`src/rtl/serial_add_pkg.sv`:
```
// serial_add_pkg: shared types and limits for the bit-serial adder slice.
//   state_t   : controller state encoding (IDLE, SHIFT, DONE)
//   MAX_WIDTH : largest supported operand width
package serial_add_pkg;

  localparam int unsigned MAX_WIDTH = 64;

  typedef enum logic [1:0] {
    IDLE  = 2'd0,
    SHIFT = 2'd1,
    DONE  = 2'd2
  } state_t;

endpackage

```
`src/rtl/serial_add_ctrl_full_adder.sv`:
```
// full_adder: single-bit full adder cell, time-multiplexed by serial_add_ctrl.
//   a, b, cin : addend bits and carry-in
//   sum, cout : sum bit and carry-out
module full_adder (
  input  logic a,
  input  logic b,
  input  logic cin,
  output logic sum,
  output logic cout
);

  assign sum  = a ^ b ^ cin;
  assign cout = (a & b) | (cin & (a ^ b));

endmodule

```
`src/rtl/serial_add_ctrl.sv`:
```
// serial_add_ctrl: bit-serial adder sequencer. Adds two WIDTH-bit operands
// LSB first through one full_adder over WIDTH cycles.
//   clk, rst             : rising-edge clock, asynchronous active-high reset
//   in_valid / in_ready  : operand handshake (a_i, b_i, cin_i)
//   out_valid / out_ready: result handshake (sum_o, cout_o, ovf_o)
//   busy_o               : high while bits are being shifted through the adder
// Optional: define SERIAL_ADD_SUB_EN to add sub_i; when high at acceptance
// the result is a_i - b_i (cout_o=1 means no borrow).
module serial_add_ctrl
  import serial_add_pkg::*;
#(
  parameter int unsigned WIDTH = 8
) (
  input  logic             clk,
  input  logic             rst,
  input  logic             in_valid,
  output logic             in_ready,
  input  logic [WIDTH-1:0] a_i,
  input  logic [WIDTH-1:0] b_i,
  input  logic             cin_i,
`ifdef SERIAL_ADD_SUB_EN
  input  logic             sub_i,
`endif
  output logic             out_valid,
  input  logic             out_ready,
  output logic [WIDTH-1:0] sum_o,
  output logic             cout_o,
  output logic             ovf_o,
  output logic             busy_o
);

  localparam int unsigned CNT_W = $clog2(WIDTH + 1);

  if (WIDTH < 1 || WIDTH > MAX_WIDTH) begin : g_width_check
    $error("serial_add_ctrl: WIDTH out of range 1..64");
  end

  state_t           state_q, state_d;
  logic [WIDTH-1:0] a_q, a_d;
  logic [WIDTH-1:0] b_q, b_d;
  logic [WIDTH-1:0] sum_q, sum_d;
  logic             carry_q, carry_d;
  logic             cmsb_q, cmsb_d;   // carry into the MSB, kept for overflow
  logic [CNT_W-1:0] cnt_q, cnt_d;
  logic             in_ready_q, in_ready_d;
  logic             out_valid_q, out_valid_d;
  logic             busy_q, busy_d;

  logic fa_sum;
  logic fa_cout;

  full_adder u_fa (
    .a    (a_q[0]),
    .b    (b_q[0]),
    .cin  (carry_q),
    .sum  (fa_sum),
    .cout (fa_cout)
  );

  always_comb begin
    state_d = state_q;
    a_d     = a_q;
    b_d     = b_q;
    sum_d   = sum_q;
    carry_d = carry_q;
    cmsb_d  = cmsb_q;
    cnt_d   = cnt_q;

    case (state_q)
      IDLE: begin
        if (in_valid) begin
          a_d   = a_i;
`ifdef SERIAL_ADD_SUB_EN
          // A - B computed as A + ~B + 1
          b_d     = sub_i ? ~b_i : b_i;
          carry_d = sub_i ? 1'b1 : cin_i;
`else
          b_d     = b_i;
          carry_d = cin_i;
`endif
          cnt_d   = '0;
          sum_d   = '0;
          state_d = SHIFT;
        end
      end
      SHIFT: begin
        sum_d            = sum_q >> 1;
        sum_d[WIDTH-1]   = fa_sum;
        a_d              = a_q >> 1;
        b_d              = b_q >> 1;
        carry_d          = fa_cout;
        cnt_d            = cnt_q + CNT_W'(1);
        if (cnt_q == CNT_W'(WIDTH - 1)) begin
          cmsb_d  = carry_q;
          state_d = DONE;
        end
      end
      DONE: begin
        if (out_ready) state_d = IDLE;
      end
      default: state_d = IDLE;
    endcase

    // Handshake/status outputs registered alongside the state they decode.
    in_ready_d  = (state_d == IDLE);
    out_valid_d = (state_d == DONE);
    busy_d      = (state_d == SHIFT);
  end

  always_ff @(posedge clk or posedge rst) begin
    if (rst) begin
      state_q     <= IDLE;
      a_q         <= '0;
      b_q         <= '0;
      sum_q       <= '0;
      carry_q     <= 1'b0;
      cmsb_q      <= 1'b0;
      cnt_q       <= '0;
      in_ready_q  <= 1'b1;
      out_valid_q <= 1'b0;
      busy_q      <= 1'b0;
    end else begin
      state_q     <= state_d;
      a_q         <= a_d;
      b_q         <= b_d;
      sum_q       <= sum_d;
      carry_q     <= carry_d;
      cmsb_q      <= cmsb_d;
      cnt_q       <= cnt_d;
      in_ready_q  <= in_ready_d;
      out_valid_q <= out_valid_d;
      busy_q      <= busy_d;
    end
  end

  assign in_ready  = in_ready_q;
  assign out_valid = out_valid_q;
  assign busy_o    = busy_q;
  assign sum_o     = sum_q;
  assign cout_o    = carry_q;
  assign ovf_o     = cmsb_q ^ carry_q;

endmodule
```
`config.mk`:
```
export PLATFORM = sky130hd
export DESIGN_NAME = serial_add_ctrl
export DESIGN_NICKNAME = d
export VERILOG_FILES = /design/src/rtl/serial_add_pkg.sv /design/src/rtl/serial_add_ctrl_full_adder.sv /design/src/rtl/serial_add_ctrl.sv
export SDC_FILE = /design/constraint.sdc
export NUM_CORES = 1
export LEC_CHECK = 0
export ABC_AREA = 1
export CAP_MARGIN = 10
export CORE_MARGIN = 2
export CORE_UTILIZATION = 54
export CTS_CLUSTER_SIZE = 12
export DETAILED_ROUTE_END_ITERATION = 10
export GPL_TIMING_DRIVEN = 0
export PLACE_DENSITY_LB_ADDON = 0.1
export SLEW_MARGIN = 5
export SYNTH_ARGS = -nofsm -noshare
export SYNTH_HDL_FRONTEND = slang
export SYNTH_HIERARCHICAL = 1
export SYNTH_SLANG_ARGS = --single-unit
```
`constraint.sdc`:
```
create_clock -name clk -period 2.4 [get_ports clk]
set_clock_uncertainty 0.1 [all_clocks]
set_input_delay 0.24 -clock clk [delete_from_list [all_inputs] [get_ports clk]]
set_output_delay 0.24 -clock clk [all_outputs]
set_load 0.005 [all_outputs]
```
# Word level (Yosys, flattened, before mapping)
# Cells that the tools add are included.
# totals
reg_bits	35
in_bits	21
output_inout_bits	13
elab_cells	42
# classes
n_mux	14
bitwise	6
n_reduce_logical	5
n_addsub	1
n_eq_ne	6
# ops
cell	n
$pmux W8 S2	3
$mux W8	3
$pmux W4 S2	1
$mux W2	3
$pmux W2 S3	1
$add A4 B1 Y4 const B	1
$eq A2 B1 Y1 const B	2
$eq A2 B2 Y1 const B	2
$eq A4 B3 Y1 const B	1
$logic_not A2 Y1	2
$mux W4	1
$reduce_and A2 Y1	2
$xor A1 B1 Y1	3
$and A1 B1 Y1	2
$ne A2 B2 Y1 const B	1
$pmux W1 S2	1
$reduce_bool A2 Y1	1
$mux W1	1
$or A1 B1 Y1	1

# Longest topological paths before layout
# logic_depth
depth_word	4
depth_mapped	6
ltp_nobuf	6

# Hierarchy
# The synthesis kept the hierarchy.
# modules_own_cells
mod	seq_area_each_um2	cells_per_inst	area_each_um2	instances
serial_add_ctrl	877.1	170	1605.3	1
full_adder	0.0	1	20.0	1

# Worst setup path after synthesis
# Ideal clock, no wire load.
# synth_timing
path_kind	register -> register
from	register carry_q (netlist: cout_o)
to	register sum_q[7] (netlist: sum_o[7])
required_time_ns	2.182
setup_ns	0.118
period_less_slack_ns	1.189
setup_slack_ns	1.211
path_buffers	0
stages_incl_launch_ff	4
arrival_time_ns	0.971
cell_sequence	dfrtp_1 fa_1 nand2_1 o21ai_2
# synth_between
elab_chain_cells	2
# synth_lines
item	line	source
start, declared	serial_add_ctrl.sv:42	logic carry_q, carry_d;
start signal, assigned	serial_add_ctrl.sv:127	carry_q <= carry_d;
$xor A1 B1 Y1	serial_add_ctrl_full_adder.sv:12	assign sum = a ^ b ^ cin;
via fa_sum	serial_add_ctrl.sv:49	logic fa_sum;
$pmux W8 S2	serial_add_ctrl.sv:69	case (state_q)
end signal, assigned	serial_add_ctrl.sv:126	sum_q <= sum_d;
end, declared	serial_add_ctrl.sv:41	logic [WIDTH-1:0] sum_q, sum_d;
# The timed path passes the listed nets, and every way through them passes these cells.
# A chain may end at the register's enable or synchronous reset.

# Worst setup path after layout
# layout_timing
from	register carry_q (netlist: cout_o)
to	output port ovf_o
# layout_between
elab_chain_cells	1
# layout_lines
item	line	source
$xor A1 B1 Y1	serial_add_ctrl.sv:141	assign ovf_o = cmsb_q ^ carry_q;
end, declared	serial_add_ctrl.sv:28	output logic ovf_o,
# No other way between the ends.

==> results.yml <==
outcome:
  status: "finished, violations left"
  failed_checks: "DRC"
clock_tree:
  cts_tree: "yes"
  clkTransAtPathRegs_ns: 0.11
  htreeDepth: 2
  cts_made_buffers: 5
  ctsRootBufferMaster: "clkbuf_4"
  clockBufferDepth: 2
  ctsResizeCount: 0
  clock_sink_count: 35
  post_cts_buffers: 0
  clkLatencyLatePin_ns: 0.34
  hold_buffers: 0
routing:
  first_iter_violations: 49
  antenna_left: 0
  m1WireLength_um: 1390
  wl_met3_um: 221
  first_pass_iters: 7
  dr_total_vias: 1333
  top_layer_used: "met4"
  wl_met2_um: 1560
  routed_via_density: 5.46
  drc: 2
  wire_per_inst_um: 13.2
  wirelength_um: 3210
placement:
  gp_congestion: 0.762
  preCtsSetupSlack_ns: 0.870
  port-buffer-count: 33
  dp_hpwl_um: 2350
hold_path:
  hp-class: "in2async"
global_routing:
  antenna_found_initial: 0
  grt_use_total_pct: 21.2
  grt_max_degree: 23
  grt_pass1_vias: 1262
  grt_pass1_wl_um: 5460
  gr-total-overflow: 0
timing:
  hold_viol: 0
  max_slew_margin_pct: 60.0
  post-route-period-util_pct: 76.3
  max_freq_ghz: 0.546
  setup_viol: 0
  tightestPinTransition_ns: 0.599
  timing.final.crit_period_ns: 1.83
  slew_viol_final: 0
  worst_slack_ns: 0.570
  tns_ns: 0
  rsz0062_at_grt: "false"
yosys:
  synthMuxAreaShare_pct: 0
  synth_top_family_by_area: "simple AND/OR/NAND/NOR gates"
  synth_simple_gate_area_share_pct: 29.9
  synth_compound_area_share_pct: 6.31
  synth_area_per_cell_um2: 9.50
  ys_seq_elements: 35
  synthAdderAreaFrac_pct: 2.00
  ys_types: 24
  synth-warning-count: 6
  netlist_instances: 171
  seq_area_frac_synth_pct: 54.0
  synth_xor_area_share_pct: 0.539
  netlist_area_um2: 1630
  syn_nets: 194
power:
  vdd_drop_max_mv: 0.703
  leakage_uw: 0.00101
  powerDensity_nw_per_um2: 1220
critical_path:
  critical_path_arrival_ns: 1.49
  start_kind: "flip-flop"
  critPathMaxFanout: 5
  cp-end-kind: "output pin"
  crit_type: "reg2out"
  worstPathRequired_ns: 2.06
finish:
  antenna_cells: 0
  fillers: 228
  multiInputGateArea_um2: 629
  seq_area_um2: 877
  nets: 235
  drive_gt1_share_pct: 16.4
  utilization_pct: 75.2
  syn_to_final_growth_pct: 29.7
die:
  coreArea_um2: 2810
  die_width_um: 58.9
  start_util_pct: 57.9
  die_area_um2: 3460
  dieHeight_um: 58.9
  ios: 34
  rows: 19
job:
  cap_viol_max_count: 0
==> area by class of cell <==
cell class                 count  area share [%]
tap                           31            1.84
timing repair buffer          34            17.0
clock buffer                   6            2.43
clock inverter                 2            1.66
sequential                    35            41.6
inverter                      14            2.49
buffer                         8            3.15
multi-input combinational    114            29.9
==> synthesized netlist by cell type <==
cell type  count  area (um2)
nand2_8        1        20.0
fa_1           1        20.0
nand3b_1       1        7.51
nand2_1       50         188
nand2_4        2        22.5
buf_2          2        10.0
o21ai_0        1        5.00
nand3_1       39         195
o21ai_2        1        8.76
buf_4          3        22.5
o21ai_1        1        5.00
nand3_2        2        20.0
inv_2          3        11.3
xor2_1         1        8.76
dfrtp_1       34         851
a21oi_2        1        8.76
dfstp_2        1        26.3
inv_1         11        41.3
nand4_1        1        6.26
nor2_1         4        15.0
nor2_4         1        11.3
ha_1           1        12.5
buf_6          3        33.8
o22ai_2        6        75.1
==> layout by cell type (no fill, tap or decap), types with 2 or more instances in the layout <==
| cell | instances |
|---|---|
| buf_4 | 3 |
| dfrtp_1 | 34 |
| nand3_2 | 2 |
| inv_1 | 11 |
| clkbuf_4 | 5 |
| inv_2 | 3 |
| buf_6 | 3 |
| nand2_4 | 2 |
| nand2_1 | 50 |
| buf_2 | 2 |
| nor2_1 | 4 |
| o22ai_2 | 6 |
| nand3_1 | 39 |
| clkdlybuf4s50_1 | 33 |
==> state kept, by name, indices dropped and copies added, names as in the netlist <==
register   count
out_valid      1
state_q        2
cnt_q          4
cout_o         1
a_q            8
b_q            8
busy_o         1
cmsb_q         1
in_ready       1
sum_o          8
==> final timing paths <==
path | start | endpoint | slack [ns] | depth (start not counted)
max reg2reg | state_q[1]$_DFF_PP0_ | a_q[2]$_DFFE_PP0P_ | 1.09 | 6
min reg2reg | cmsb_q$_DFFE_PP0P_ | cmsb_q$_DFFE_PP0P_ | 0.41 | 2
max | cout_o$_DFFE_PP0P_ | ovf_o | 0.57 | 2
min | rst | sum_o[2]$_DFFE_PP0P_ | 0.15 | 2
max in group asynchronous | rst | a_q[3]$_DFFE_PP0P_ | 1.54 | 3
min in group clk | b_i[7] | b_q[7]$_DFFE_PP0P_ | 0.32 | 3
==> cells by family (layout without fill, tap and decap cells) <==
family / count (synthesis) / count (layout)
buffers and inverters: 22 / 64
xor gates and xnor gates: 1 / 1
adders and majority gates: 2 / 2
and+or+nand+nor: 101 / 101
DFF: 35 / 35
AOI/OAI and AO/OA: 10 / 10
==> critical path: stages, from the launching register on <==
cell	delay, ns
dfrtp_1	0.47
xor2_1	0.16
clkdlybuf4s50_1	0.51
==> power by group <==
group          switching, uW  internal (uW)  total [uW]
Combinational            583            550        1130
Sequential               167            835        1000
Clock                    200            246         446
Total                    951           1630        2580
==> metrics by stage <==
| stage | power, uW | hold WS [ns] | std cells | instance area [um2] |
|---|---|---|---|---|
| floorplan | 1720 | 0.250 | 171 | 1630 |
| global placement | 2090 | 0.377 | 235 | 1990 |
| detailed placement | 2150 | 0.382 | 236 | 2020 |
| CTS | 2600 | 0.167 | 244 | 2110 |
| global route | 2770 | 0.195 | 244 | 2110 |
| finish | 2580 | 0.147 | 244 | 2110 |
==> per-layer routing <==
| layer | GRT usage [%] | up-vias |
|---|---|---|
| li1 | - | 640 |
| met4 | 7.14 | 0 |
| met2 | 35.4 | 50 |
| met5 | 0 | - |
| met1 | 26.1 | 638 |
| met3 | 6.81 | 5 |
No activity file was read; power rests on OpenSTA's default activity.
